$ cat src/rtl/apb_bridge_pkg.sv
// Shared types and constants for the AHB-to-APB bridge controller.
// Latency: n/a (types and constants only).
// Backpressure: n/a.
// Contents: 8-state controller enum, slave decode tags for haddr[31:26],
//           default bus widths.
package apb_bridge_pkg;

  localparam int DEFAULT_ADDR_W = 32;
  localparam int DEFAULT_DATA_W = 32;

  // Upper six address bits that select each APB slave.
  localparam logic [5:0] SLV0_BASE = 6'b100000;
  localparam logic [5:0] SLV1_BASE = 6'b100001;
  localparam logic [5:0] SLV2_BASE = 6'b100010;

  typedef enum logic [2:0] {
    ST_IDLE     = 3'd0,
    ST_WWAIT    = 3'd1,
    ST_READ     = 3'd2,
    ST_WRITE    = 3'd3,
    ST_WRITEP   = 3'd4,
    ST_RENABLE  = 3'd5,
    ST_WENABLE  = 3'd6,
    ST_WENABLEP = 3'd7
  } apb_state_e;

endpackage

$ cat src/rtl/apb_addr_decode.sv
// Address decoder: maps addr[31:26] to a one-hot APB slave select.
// Latency: combinational.
// Backpressure: none; unmatched addresses give an all-zero select.
// Ports: addr (in, ADDR_W) -> sel (out, NSLV one-hot).
module apb_addr_decode
  import apb_bridge_pkg::*;
#(
  parameter int ADDR_W = DEFAULT_ADDR_W,
  parameter int NSLV   = 3
) (
  input  logic [ADDR_W-1:0] addr,
  output logic [NSLV-1:0]   sel
);

  logic [5:0] tag;
  logic [2:0] hit;

  always_comb begin
    tag = addr[31:26];
    hit = 3'b000;
    if (tag == SLV0_BASE) hit = 3'b001;
    if (tag == SLV1_BASE) hit = 3'b010;
    if (tag == SLV2_BASE) hit = 3'b100;
    sel = NSLV'(hit);
  end

endmodule

$ cat src/rtl/apb_controller.sv
// APB master FSM of an AHB-to-APB bridge; sequences SETUP/ENABLE phases with write pipelining.
// Latency: read 3 hclk from acceptance to hrdata; single write 3 hclk (WWAIT, SETUP, ENABLE).
// Backpressure: hr_readyout drops during every SETUP phase; valid is ignored while it is low.
// Ports: hclk/hreset (sync, active-high); AHB side valid/haddr/hwrite/hwdata in,
//        hr_readyout/hrdata out; APB side penable/pwrite/pselx/paddr/pwdata out, prdata in.
// Optional: `define APB_PSLVERR_EN adds pslverr (in) and hresp (out); an error seen in an
//           ENABLE phase raises hresp for one cycle and returns the FSM to ST_IDLE.
module apb_controller
  import apb_bridge_pkg::*;
#(
  parameter int ADDR_W = DEFAULT_ADDR_W,
  parameter int DATA_W = DEFAULT_DATA_W,
  parameter int NSLV   = 3
) (
  input  logic              hclk,
  input  logic              hreset,
  input  logic              valid,
  input  logic [ADDR_W-1:0] haddr,
  input  logic              hwrite,
  input  logic [DATA_W-1:0] hwdata,
  input  logic [DATA_W-1:0] prdata,
`ifdef APB_PSLVERR_EN
  input  logic              pslverr,
`endif
  output logic              penable,
  output logic              pwrite,
  output logic [NSLV-1:0]   pselx,
  output logic [ADDR_W-1:0] paddr,
  output logic [DATA_W-1:0] pwdata,
  output logic              hr_readyout,
`ifdef APB_PSLVERR_EN
  output logic              hresp,
`endif
  output logic [DATA_W-1:0] hrdata
);

  apb_state_e        state_q, state_d;
  logic              penable_q, penable_d;
  logic              pwrite_q, pwrite_d;
  logic [NSLV-1:0]   pselx_q, pselx_d;
  logic [ADDR_W-1:0] paddr_q, paddr_d;
  logic [DATA_W-1:0] pwdata_q, pwdata_d;
  logic              ready_q, ready_d;
  logic [ADDR_W-1:0] addr_a_q, addr_a_d;
  logic [ADDR_W-1:0] addr_b_q, addr_b_d;
  logic              hwrite_reg_q, hwrite_reg_d;
  logic [DATA_W-1:0] wdata_r_q, wdata_r_d;
  logic              wr_acc_q, wr_acc_d;
  logic              acc;
  logic [ADDR_W-1:0] issue_addr;
  logic [NSLV-1:0]   issue_sel;
  logic              err_abort;
`ifdef APB_PSLVERR_EN
  logic              hresp_q, hresp_d;
`endif

  // Only a transfer presented while we are ready counts.
  assign acc = valid & ready_q;

`ifdef APB_PSLVERR_EN
  assign err_abort = pslverr & (state_q inside {ST_RENABLE, ST_WENABLE, ST_WENABLEP});
  assign hresp_d   = err_abort;
  assign hresp     = hresp_q;
`else
  assign err_abort = 1'b0;
`endif

  // Capture registers. addr_b takes addresses accepted while a write is still in
  // flight; it is the source of the next issue out of ST_WENABLEP. Write data
  // arrives one cycle after its address, hence the wr_acc delay.
  always_comb begin
    addr_a_d     = acc ? haddr : addr_a_q;
    hwrite_reg_d = acc ? hwrite : hwrite_reg_q;
    addr_b_d     = (acc && (state_q inside {ST_WWAIT, ST_WENABLEP})) ? haddr : addr_b_q;
    wr_acc_d     = acc & hwrite;
    wdata_r_d    = wr_acc_q ? hwdata : wdata_r_q;
  end

  always_comb begin
    state_d = state_q;
    case (state_q)
      ST_IDLE, ST_RENABLE, ST_WENABLE: begin
        if (acc) state_d = hwrite ? ST_WWAIT : ST_READ;
        else     state_d = ST_IDLE;
      end
      ST_WWAIT:  state_d = acc ? ST_WRITEP : ST_WRITE;
      ST_READ:   state_d = ST_RENABLE;
      ST_WRITE:  state_d = acc ? ST_WENABLEP : ST_WENABLE;
      ST_WRITEP: state_d = ST_WENABLEP;
      ST_WENABLEP: begin
        if (!hwrite_reg_q) state_d = ST_READ;
        else if (acc)      state_d = ST_WRITEP;
        else               state_d = ST_WRITE;
      end
      default:   state_d = ST_IDLE;
    endcase
    if (err_abort) state_d = ST_IDLE;
  end

  // Address for the SETUP phase being entered: a fresh read comes straight off
  // haddr, the pipelined pending transfer off addr_b, a single write off addr_a.
  always_comb begin
    if (state_q == ST_WENABLEP)  issue_addr = addr_b_q;
    else if (state_d == ST_READ) issue_addr = haddr;
    else                         issue_addr = addr_a_q;
  end

  apb_addr_decode #(.ADDR_W(ADDR_W), .NSLV(NSLV)) u_dec (
    .addr (issue_addr),
    .sel  (issue_sel)
  );

  // Outputs are registered from the next state so they line up with it.
  always_comb begin
    pselx_d   = pselx_q;
    paddr_d   = paddr_q;
    pwrite_d  = pwrite_q;
    pwdata_d  = pwdata_q;
    penable_d = 1'b0;
    ready_d   = 1'b1;
    case (state_d)
      ST_READ: begin
        pselx_d  = issue_sel;
        paddr_d  = issue_addr;
        pwrite_d = 1'b0;
        ready_d  = 1'b0;
      end
      ST_WRITE, ST_WRITEP: begin
        pselx_d  = issue_sel;
        paddr_d  = issue_addr;
        pwrite_d = 1'b1;
        pwdata_d = wdata_r_d;
        ready_d  = 1'b0;
      end
      ST_RENABLE, ST_WENABLE, ST_WENABLEP: penable_d = 1'b1;
      default: pselx_d = '0;
    endcase
  end

  always_ff @(posedge hclk) begin
    if (hreset) begin
      state_q      <= ST_IDLE;
      penable_q    <= 1'b0;
      pwrite_q     <= 1'b0;
      pselx_q      <= '0;
      paddr_q      <= '0;
      pwdata_q     <= '0;
      ready_q      <= 1'b1;
      addr_a_q     <= '0;
      addr_b_q     <= '0;
      hwrite_reg_q <= 1'b0;
      wdata_r_q    <= '0;
      wr_acc_q     <= 1'b0;
`ifdef APB_PSLVERR_EN
      hresp_q      <= 1'b0;
`endif
    end else begin
      state_q      <= state_d;
      penable_q    <= penable_d;
      pwrite_q     <= pwrite_d;
      pselx_q      <= pselx_d;
      paddr_q      <= paddr_d;
      pwdata_q     <= pwdata_d;
      ready_q      <= ready_d;
      addr_a_q     <= addr_a_d;
      addr_b_q     <= addr_b_d;
      hwrite_reg_q <= hwrite_reg_d;
      wdata_r_q    <= wdata_r_d;
      wr_acc_q     <= wr_acc_d;
`ifdef APB_PSLVERR_EN
      hresp_q      <= hresp_d;
`endif
    end
  end

  assign penable     = penable_q;
  assign pwrite      = pwrite_q;
  assign pselx       = pselx_q;
  assign paddr       = paddr_q;
  assign pwdata      = pwdata_q;
  assign hr_readyout = ready_q;
  assign hrdata      = (state_q == ST_RENABLE) ? prdata : '0;

endmodule

$ cat config.mk
export PLATFORM = sky130hd
export DESIGN_NAME = apb_controller
export DESIGN_NICKNAME = d
export VERILOG_FILES = /design/src/rtl/apb_bridge_pkg.sv /design/src/rtl/apb_addr_decode.sv /design/src/rtl/apb_controller.sv
export SDC_FILE = /design/constraint.sdc
export NUM_CORES = 1
export LEC_CHECK = 0
export ABC_AREA = 1
export ABC_CLOCK_PERIOD_IN_PS = 3100
export CORE_ASPECT_RATIO = 1.25
export CORE_MARGIN = 2
export CORE_UTILIZATION = 49
export CTS_BUF_LIST = sky130_fd_sc_hd__clkbuf_16
export DETAILED_ROUTE_END_ITERATION = 8
export PLACE_DENSITY_LB_ADDON = 0.15
export SLEW_MARGIN = 20
export SYNTH_ARGS = -nofsm -noshare
export SYNTH_HDL_FRONTEND = slang
export SYNTH_HIERARCHICAL = 1
export SYNTH_SLANG_ARGS = --single-unit
$ cat constraint.sdc
create_clock -name hclk -period 3.1 [get_ports hclk]
set_clock_uncertainty 0.15 [all_clocks]
set_input_delay 0.465 -clock hclk [delete_from_list [all_inputs] [get_ports hclk]]
set_output_delay 0.465 -clock hclk [all_outputs]
set_load 0.005 [all_outputs]
Word-level counts from Yosys, hierarchy flattened
Cells that the tools add are included.

operators by class
  mux-type cells = 17
  reductions and logical operators = 8
  equal/unequal tests = 16
  bitwise logic cells = 2

operator list
  cell                  count
  $mux W32              4
  $eq A3 B3 Y1 const B  8
  $eq A6 B6 Y1 const B  3
  $pmux W3 S6           1
  $eq A3 B2 Y1 const B  4
  $mux W3               3
  $reduce_or A3 Y1      3
  $mux W2               3
  $pmux W3 S2           1
  $mux W1               4
  $reduce_bool A2 Y1    2
  $eq A3 B1 Y1 const B  1
  $logic_not A3 Y1      1
  $and A1 B1 Y1         2
  $pmux W1 S2           1
  $reduce_or A2 Y1      1
  $logic_and A1 B1 Y1   1

word-level totals
  register bits = 171
  output and inout bits = 102

Depth between registers and ports, before layout
  depth in word-level cells = 12
  depth in mapped cells = 18
  gate-level depth less buffers = 17

Cells and area by module
Netlist, hierarchy kept.

by module, submodules not included
  module           area an instance (um2)  instances  cells an instance  seq. area each (um2)
  apb_controller   7776.2                  1          1139               3423.3
  apb_addr_decode  52.6                    1          12                 0.0

Least setup slack after synthesis
No wires, ideal clock.

  path kind = input to register
  from = in valid
  to = reg pselx_q[0], in the netlist pselx[0]
  slack = 0.850 ns
  path buffers = 1
  data arrival time = 2.026 ns
  required time = 2.876 ns
  stages on the path = 15
  setup time = 0.074 ns
  path through = nand2_1 inv_2 nand2_1 nor2_1 nor2_4 nand3_1 buf_2 nand2_1 nand3_1 nand2_1 nor2_2 nand2_2 nor2_1 nand2_1 o21ai_0

between the ends
  word-level cells in the longest chain between the ends = 12
  elaborated cells on any way between the ends = 23
  classes of those cells = 9 x eq/ne; 11 x mux; 1 x bitwise; 2 x reduce/logical

RTL lines
  element               line                                        RTL
  from (decl)           apb_controller.sv:17                        input logic valid,
  $and A1 B1 Y1 *       apb_controller.sv:58                        assign acc = valid & ready_q;
  $mux W3               apb_controller.sv:86, apb_controller.sv:92
  $mux W3               apb_controller.sv:91                        if (!hwrite_reg_q) state_d = ST_READ;
  $pmux W3 S6 *         apb_controller.sv:81                        case (state_q)
  $eq A3 B2 Y1 *        apb_controller.sv:104                       else if (state_d == ST_READ) issue_addr = haddr;
  $mux W32 *            apb_controller.sv:104
  $mux W32 *            apb_controller.sv:103                       if (state_q == ST_WENABLEP) issue_addr = addr_b_q;
  via issue_addr[29]    apb_controller.sv:50                        logic [ADDR_W-1:0] issue_addr;
  $eq A6 B6 Y1          apb_addr_decode.sv:21                       if (tag == SLV0_BASE) hit = 3'b001;
  $mux W1               apb_addr_decode.sv:21
  $mux W2               apb_addr_decode.sv:22                       if (tag == SLV1_BASE) hit = 3'b010;
  $mux W3 *             apb_addr_decode.sv:23                       if (tag == SLV2_BASE) hit = 3'b100;
  via issue_sel[0]      apb_controller.sv:51                        logic [NSLV-1:0] issue_sel;
  $pmux W3 S2 *         apb_controller.sv:121                       case (state_d)
  to (signal assigned)  apb_controller.sv:161                       pselx_q <= pselx_d;
  to (decl)             apb_controller.sv:40                        logic [NSLV-1:0] pselx_q, pselx_d;

The timed path passes the listed nets; every way through them passes the cells marked *.
A chain may end at the register's enable or synchronous reset.

Worst setup path in the final report
  from = reg state_q[0]
  to = out hrdata[12]

between the ends
  word-level cells in the longest chain between the ends = 2

RTL lines
  element                 line                   RTL
  from (decl)             apb_controller.sv:37   apb_state_e state_q, state_d;
  from (signal assigned)  apb_controller.sv:158  state_q <= state_d;
  $eq A3 B3 Y1            apb_controller.sv:182  assign hrdata = (state_q == ST_RENABLE) ? prdata : '0;
  $mux W32                apb_controller.sv:182
  to (decl)               apb_controller.sv:34   output logic [DATA_W-1:0] hrdata

Every way passes these cells.

==> results.json <==
{
  "reg2reg_depth": 15,
  "grt_antenna_before_repair": 0,
  "die_area_um2": 16800,
  "syn_nets": 1225,
  "final_cell_area_um2": 10500,
  "grtUsageMet3_pct": 3.90,
  "syn_inst": 1125,
  "cp.required_ns": 2.48,
  "start_kind": "flop",
  "hpwlAfterDp_um": 12700,
  "wl_um": 19600,
  "tns_ns": 0,
  "hold_path_depth": 2,
  "drt_iter0_markers": 554,
  "wl_per_cell_um": 12.9,
  "power_mw": 9.82,
  "placed_area_um2": 9920,
  "dp_slack_ns": 0.273,
  "hold_slack_ns": 0.305,
  "vias": 7323,
  "layout-drive-gt1-share_pct": 5.35,
  "final.period_utilization_pct": 89.3,
  "cap_violations": 0,
  "initial_core_util_pct": 49.9,
  "diodes": 0,
  "slew_viol_final": 0,
  "use_met1_pct": 30.7,
  "critPathKind": "reg2out",
  "num-fill-cells": 1406,
  "pwr_density_cell_nw_per_um2": 937,
  "via_per_inst": 4.82,
  "p_leak_nw": 5.14,
  "path_clk_slew_ns": 0.07,
  "layout_setup_ws_ns": 0.331,
  "netlist_area_um2": 7730,
  "busiest_layer": "met2",
  "fmax_mhz": 361,
  "end_kind": "output port",
  "rsz0062_at_grt": "false",
  "yosysWarnings": 6,
  "syn_avg_cell_area_um2": 6.87,
  "post_cts_buffers": 0,
  "grt_pass1_vias": 6700,
  "status": "finished clean",
  "multi_input_area_um2": 3260,
  "hold_path.class": "reg2reg",
  "relSlewSlack_pct": 44.4,
  "track_usage_pct": 23.6,
  "postRouteAntennaNets": 0,
  "dr.pass1.iters": 6,
  "cts_sinks": 171,
  "grt.overflow.total": 0,
  "final_cell_mix": "251 x nand2_1, 200 x clkdlybuf4s50_1, 195 x inv_1",
  "core_area_um2": 15500,
  "grt_pass1_wl_um": 31900,
  "period_needed_ns": 2.77,
  "arrival_ns": 2.15,
  "syn2layout_area_growth_pct": 35.7,
  "peakVddDrop_uv": 860,
  "floorplan.die.width_um": 116,
  "worst_pin_slew_ns": 0.834,
  "grt_max_degree": 76,
  "drc": 0,
  "place_congestion": 0.900,
  "std_cell_rows": 51,
  "layout_commonest_cell": "nand2_1",
  "fp.dieH_um": 144,
  "cts_buffers": 17,
  "root_buffer": "clkbuf_16",
  "pin_count": 202,
  "clock_latency_ns": 0.42,
  "finalHoldViolCount": 0,
  "cts.htree.levels": 4,
  "cts_resized": 0,
  "regArea_um2": 3420,
  "path_max_fanout": 32,
  "postCtsHoldBufs": 0,
  "final_nets": 1395,
  "grt_use_met2_pct": 38.7,
  "clockBufferDepth": 2,
  "setup_viol": 0,
  "cts_tree": "done",
  "portBuffers": 201
}
path summary, 6_finish.rpt:
check | from | endpoint | slack [ns]
worst max-delay path | state_q[0] | hrdata[12] | 0.33
worst min-delay path | addr_a_q[5] | addr_a_q[5] | 0.30
worst max register to register | state_q[2] | pselx[2] | 0.69
worst min register to register | addr_a_q[5] | addr_a_q[5] | 0.30
power by group:
part | internal [mW] | total (mW) | switching, mW
Combinational | 2.02 | 4.96 | 2.95
Sequential | 2.63 | 2.83 | 0.200
Clock | 1.12 | 2.03 | 0.907
stage by stage:
stage                     instances  util (%)
after floorplan                1125         -
after global placement         1488      64.0
after detailed placement       1488      64.0
after CTS                      1520      67.6
after global routing           1520      67.6
final                          1520      67.6
metal layers:
| layer | vias up | wire length [um] |
|---|---|---|
| met1 | 3266 | 8700 |
| met2 | 236 | 9360 |
| met4 | 0 | 418 |
| met3 | 36 | 1110 |
| li1 | 3785 | - |
| met5 | - | 0 |
state kept, by name (all words and copies together) (netlist names):
signal	flops
pwrite	1
state_q	3
pwdata	32
addr_b_q	32
penable	1
wr_acc_q	1
pselx	3
wdata_r_q	32
hwrite_reg_q	1
hr_readyout	1
paddr	32
addr_a_q	32
area by class of cell:
class	count	area share, %
clock buffer	17	4.06
clock inverter	15	1.31
inverter	199	7.12
multi-input combinational	685	31.0
sequential	171	32.7
tap	212	2.53
timing repair buffer	221	21.3
critical path: stages (launching register included):
cell             delay [ns]
dfxtp_1                0.42
inv_1                  0.06
nor2_1                 0.21
nand2_1                0.09
buf_4                  0.24
nor2_1                 0.18
clkdlybuf4s50_1        0.53
(Power assumes the default switching activity.)
==> patch 1 (same settings) <==
`NSLV` is set to 3 in 2 places; all go to 2.
--- a/src/rtl/apb_addr_decode.sv
+++ b/src/rtl/apb_addr_decode.sv
@@ -6,7 +6,7 @@
   import apb_bridge_pkg::*;
 #(
   parameter int ADDR_W = DEFAULT_ADDR_W,
-  parameter int NSLV   = 3
+  parameter int NSLV   = 2
 ) (
   input  logic [ADDR_W-1:0] addr,
   output logic [NSLV-1:0]   sel
--- a/src/rtl/apb_controller.sv
+++ b/src/rtl/apb_controller.sv
@@ -10,7 +10,7 @@
 #(
   parameter int ADDR_W = DEFAULT_ADDR_W,
   parameter int DATA_W = DEFAULT_DATA_W,
-  parameter int NSLV   = 3
+  parameter int NSLV   = 2
 ) (
   input  logic              hclk,
   input  logic              hreset,
Ports: changed (resized pselx); port bits go from 202 to 201. No check against the original RTL was run, so the function may have changed too.
==> patch 1 against the original RTL <==
Worst setup slack gained 0.080 ns. Synthesized area fell by 0.66%. Sequential cell count decreased by 1. Cell area is 0.53% lower. Largest cell class unchanged. Power shrank 1.1%. Wire length down 1.6%. Highest routed layer unchanged. Maximum frequency rose by 3.0%. Clock power is 2% lower.
==> patch 1: results (changes against the original RTL) <==
pre-CTS WS=0.123 ns (was 0.273 ns); DR pass1 iterations=5 (was 6); Worst-Skew Late Latency=0.42 ns (about the same); outcome=finished, final reports clean (unchanged); Peak VDD IR=0.896 mV (was 0.860 mV); first-pass GRT wire length=31,900 um (about the same); hpwl dp=12,500 um (was 12,700 um); GR Util All Layers=23.6% (about the same); CP delay by family, top=buffers and inverters (unchanged); number of global-route vias before repair=6,929 (was 6,700); Leak Pwr=5.13 nW (was 5.14 nW); Final GP Congestion=0.791 (was 0.900); Clock transition at path regs=0.06 ns; CP arrival=2.07 ns (was 2.15 ns); CTS H-tree depth=4 (unchanged); fin nets=1,393 (was 1,395); Root Buffer=clkbuf_16 (unchanged); placed cells=1,486 (was 1,488); Crit path largest cell delay=0.53 ns (about the same); DR iter-0 viols=434 (was 554); TritonCTS Buffers=17 (unchanged); Buffers on Ports=200 (was 201); Routed WL per cell=12.7 um (was 12.9 um); initial antenna violation count=0 (unchanged); final WL=19,300 um (was 19,600 um); pin count of the biggest net entering global routing=100 (was 76); Vias=7,207 (was 7,323); layout cells sized above 1=5.97% (was 5.35%); Rel. slew slack=34.0% (was 44.4%); Fillers=1,403 (was 1,406); Syn Area/Cell=6.86 um2 (was 6.87 um2); slowest CP cell=clkdlybuf4s50_1 (unchanged); Post-CTS Setup Bufs=0 (unchanged); Synth Net Count=1,220 (was 1,225); worst hold path type=flop to flop (unchanged); post-cts sizing count=0 (unchanged)
patch 1: stage by stage:
| step | total power [mW] | instance area (um2) |
|---|---|---|
| after floorplan | 6.16 | 7680 |
| after global placement | 7.68 | 9880 |
| after detailed placement | 7.77 | 9880 |
| after CTS | 9.79 | 10400 |
| after global routing | 10.6 | 10400 |
| final | 9.71 | 10400 |
patch 1: worst paths after layout:
check	cells past startpoint	slack, ns	from	endpoint
worst min register to register	2	0.30	addr_b_q[29]	addr_b_q[29]
worst max register to register	12	0.60	state_q[0]	pwdata[10]
worst min-delay path	2	0.30	addr_b_q[29]	addr_b_q[29]
worst max-delay path	6	0.41	state_q[0]	hrdata[31]
patch 1: power breakdown:
group / switching [mW] / total (mW) / leakage (nW) / internal, mW
sequential: 0.189 / 2.81 / 1.39 / 2.62
clock: 0.876 / 1.98 / 0.254 / 1.10
combinational: 2.93 / 4.92 / 3.48 / 1.99
total: 4.00 / 9.71 / 5.13 / 5.71
patch 1: routing by layer:
layer	vias up	track usage (%)	wire length, um
li1	3781	-	-
met1	3234	29.6	8670
met2	172	40.6	9430
met3	20	4.40	905
met4	0	8.21	269
met5	-	0	0
patch 1: area by class of cell:
type,instances,area share (%)
Clock inverter,15,1.22
Tap cell,212,2.54
Timing Repair Buffer,224,21.2
Clock buffer,17,4.08
Inverter,203,7.32
Multi-Input combinational cell,677,31.0
Sequential cell,170,32.6
patch 1: worst reg2reg max path, stage by stage (launching register included):
cell,delay (ns)
dfxtp_1,0.43
nand3_2,0.35
nor2_1,0.19
nor2_1,0.06
nand2_1,0.12
nor2_4,0.06
buf_4,0.20
nand3_1,0.18
o21ai_4,0.20
buf_12,0.22
nand2_1,0.08
nand2_1,0.07
nor2_1,0.13
==> patch 2 (config.mk and constraints unchanged) <==
Without the edit above. Reset style: asynchronous (`hreset`), changed in one clocked block.
--- a/src/rtl/apb_controller.sv
+++ b/src/rtl/apb_controller.sv
@@ -137,7 +137,7 @@
     endcase
   end
 
-  always_ff @(posedge hclk) begin
+  always_ff @(posedge hclk or posedge hreset) begin
     if (hreset) begin
       state_q      <= ST_IDLE;
       penable_q    <= 1'b0;
Formal check against the unedited RTL: differs if hreset is asserted again (counterexample within 4 cycles, from zero or initial values and one cycle with hreset high); with hreset held inactive, the same outputs for 10 cycles.
==> patch 2 against the original RTL <==
Sequential power increased by 31%. Synthesized area down 1.7%. Power is 12% higher. Maximum frequency grew 7.2%. Sequential cell count stayed put. First-iteration DRC count shrank 26%. Hold slack improved by 0.017 ns. Wire length shrank 5.2%. Register-to-register slack worse by 0.03 ns. Cell area shrank 0.23%. Global-route usage fell by 0.78 points. Worst setup slack gained 0.19 ns. Largest cell class unchanged.
==> patch 2: results (changes against the original RTL) <==
outcome=finished, final reports clean (unchanged); via density per instance=4.96 (was 4.82); hold endpoint=pwrite (was addr_a_q[5]); fin nets=1,161 (was 1,395); ANT cells=0 (unchanged); Root Buffer=clkbuf_16 (unchanged); Fillers=1,263 (was 1,406); fin crit period=2.58 ns (was 2.77 ns); worst hold margin=0.322 ns (was 0.305 ns); layout cells sized above 1=12.8% (was 5.35%); DR iter-0 viols=408 (was 554); buffer share of cell area=21.0% (was 21.3%); Peak VDD IR=0.555 mV (was 0.860 mV); Final GP Congestion=0.828 (was 0.900); hpwl dp=12,400 um (was 12,700 um); num sequential=171 (unchanged); Clock transition at path regs=0.07 ns (about the same); pin count of the biggest net entering global routing=116 (was 76); non-clock inverter count=80 (was 199); Worst-Skew Late Latency=0.43 ns; pre-CTS WS=0.262 ns (was 0.273 ns); Worst Setup EP=hrdata[8] (was hrdata[12]); post-cts sizing count=0 (unchanged); Reg area=4280 um2 (was 3420 um2); placed cells=1,250 (was 1,488); number of global-route vias before repair=6,095 (was 6,700); first-pass GRT wire length=29,600 um (was 31,900 um); GR Util All Layers=22.8% (was 23.6%); worst flop-to-flop path startpoint=state_q[0] (was state_q[2]); Syn Area/Cell=8.71 um2 (was 6.87 um2); multi-input combinational gate total=570 (was 685); worst r2r dst=pselx[0] (was pselx[2]); Synth Net Count=972 (was 1,225); multi-input logic area=2810 um2 (was 3260 um2); Vias=6,356 (was 7,323); final number of hold-violating endpoints=0 (unchanged); Rel. slew slack=54.4% (was 44.4%); DR pass1 iterations=4 (was 6); Layout clock area frac=5.85% (was 5.37%); Clock Buffer Count=17 (unchanged); CP arrival=1.97 ns (was 2.15 ns); worst setup path startpoint=state_q[1] (was state_q[0]); initial antenna violation count=0 (unchanged); Routed WL per cell=14.5 um (was 12.9 um); Leak Pwr=5.09 nW (was 5.14 nW); R2R setup slack=0.66 ns (was 0.69 ns); Hold Path Origin=pwrite (was addr_a_q[5]); worst-case clock buffer depth=2 (unchanged)
## patch 2: layer usage
layer | GRT usage (%) | up-vias | wire length [um]
met3 | 4.75 | 25 | 936
li1 | - | 3138 | -
met2 | 37.3 | 184 | 9160
met4 | 8.05 | 0 | 320
met5 | 0 | - | 0
met1 | 30.1 | 3009 | 8160
## patch 2: through the flow
stage | instance area (um2) | utilization (%) | total power [mW]
2_1_floorplan | 7600 | - | 6.79
3_3_place_gp | 9850 | 65.3 | 8.74
3_5_place_dp | 9850 | 65.3 | 8.90
4_1_cts | 10500 | 69.4 | 11.1
5_1_grt | 10500 | 69.4 | 11.9
6_report | 10500 | 69.4 | 11.0
## patch 2: report_power, final
group / internal, mW / leakage [nW] / switching, mW
Combinational: 2.27 / 2.68 / 2.86
Sequential: 3.24 / 2.11 / 0.464
Clock: 1.28 / 0.295 / 0.904
## patch 2: critical path: stages (launching register included)
cell	delay (ns)
dfrtp_1	0.45
inv_2	0.11
nand3_1	0.06
buf_4	0.24
nor2_1	0.12
clkdlybuf4s50_1	0.55
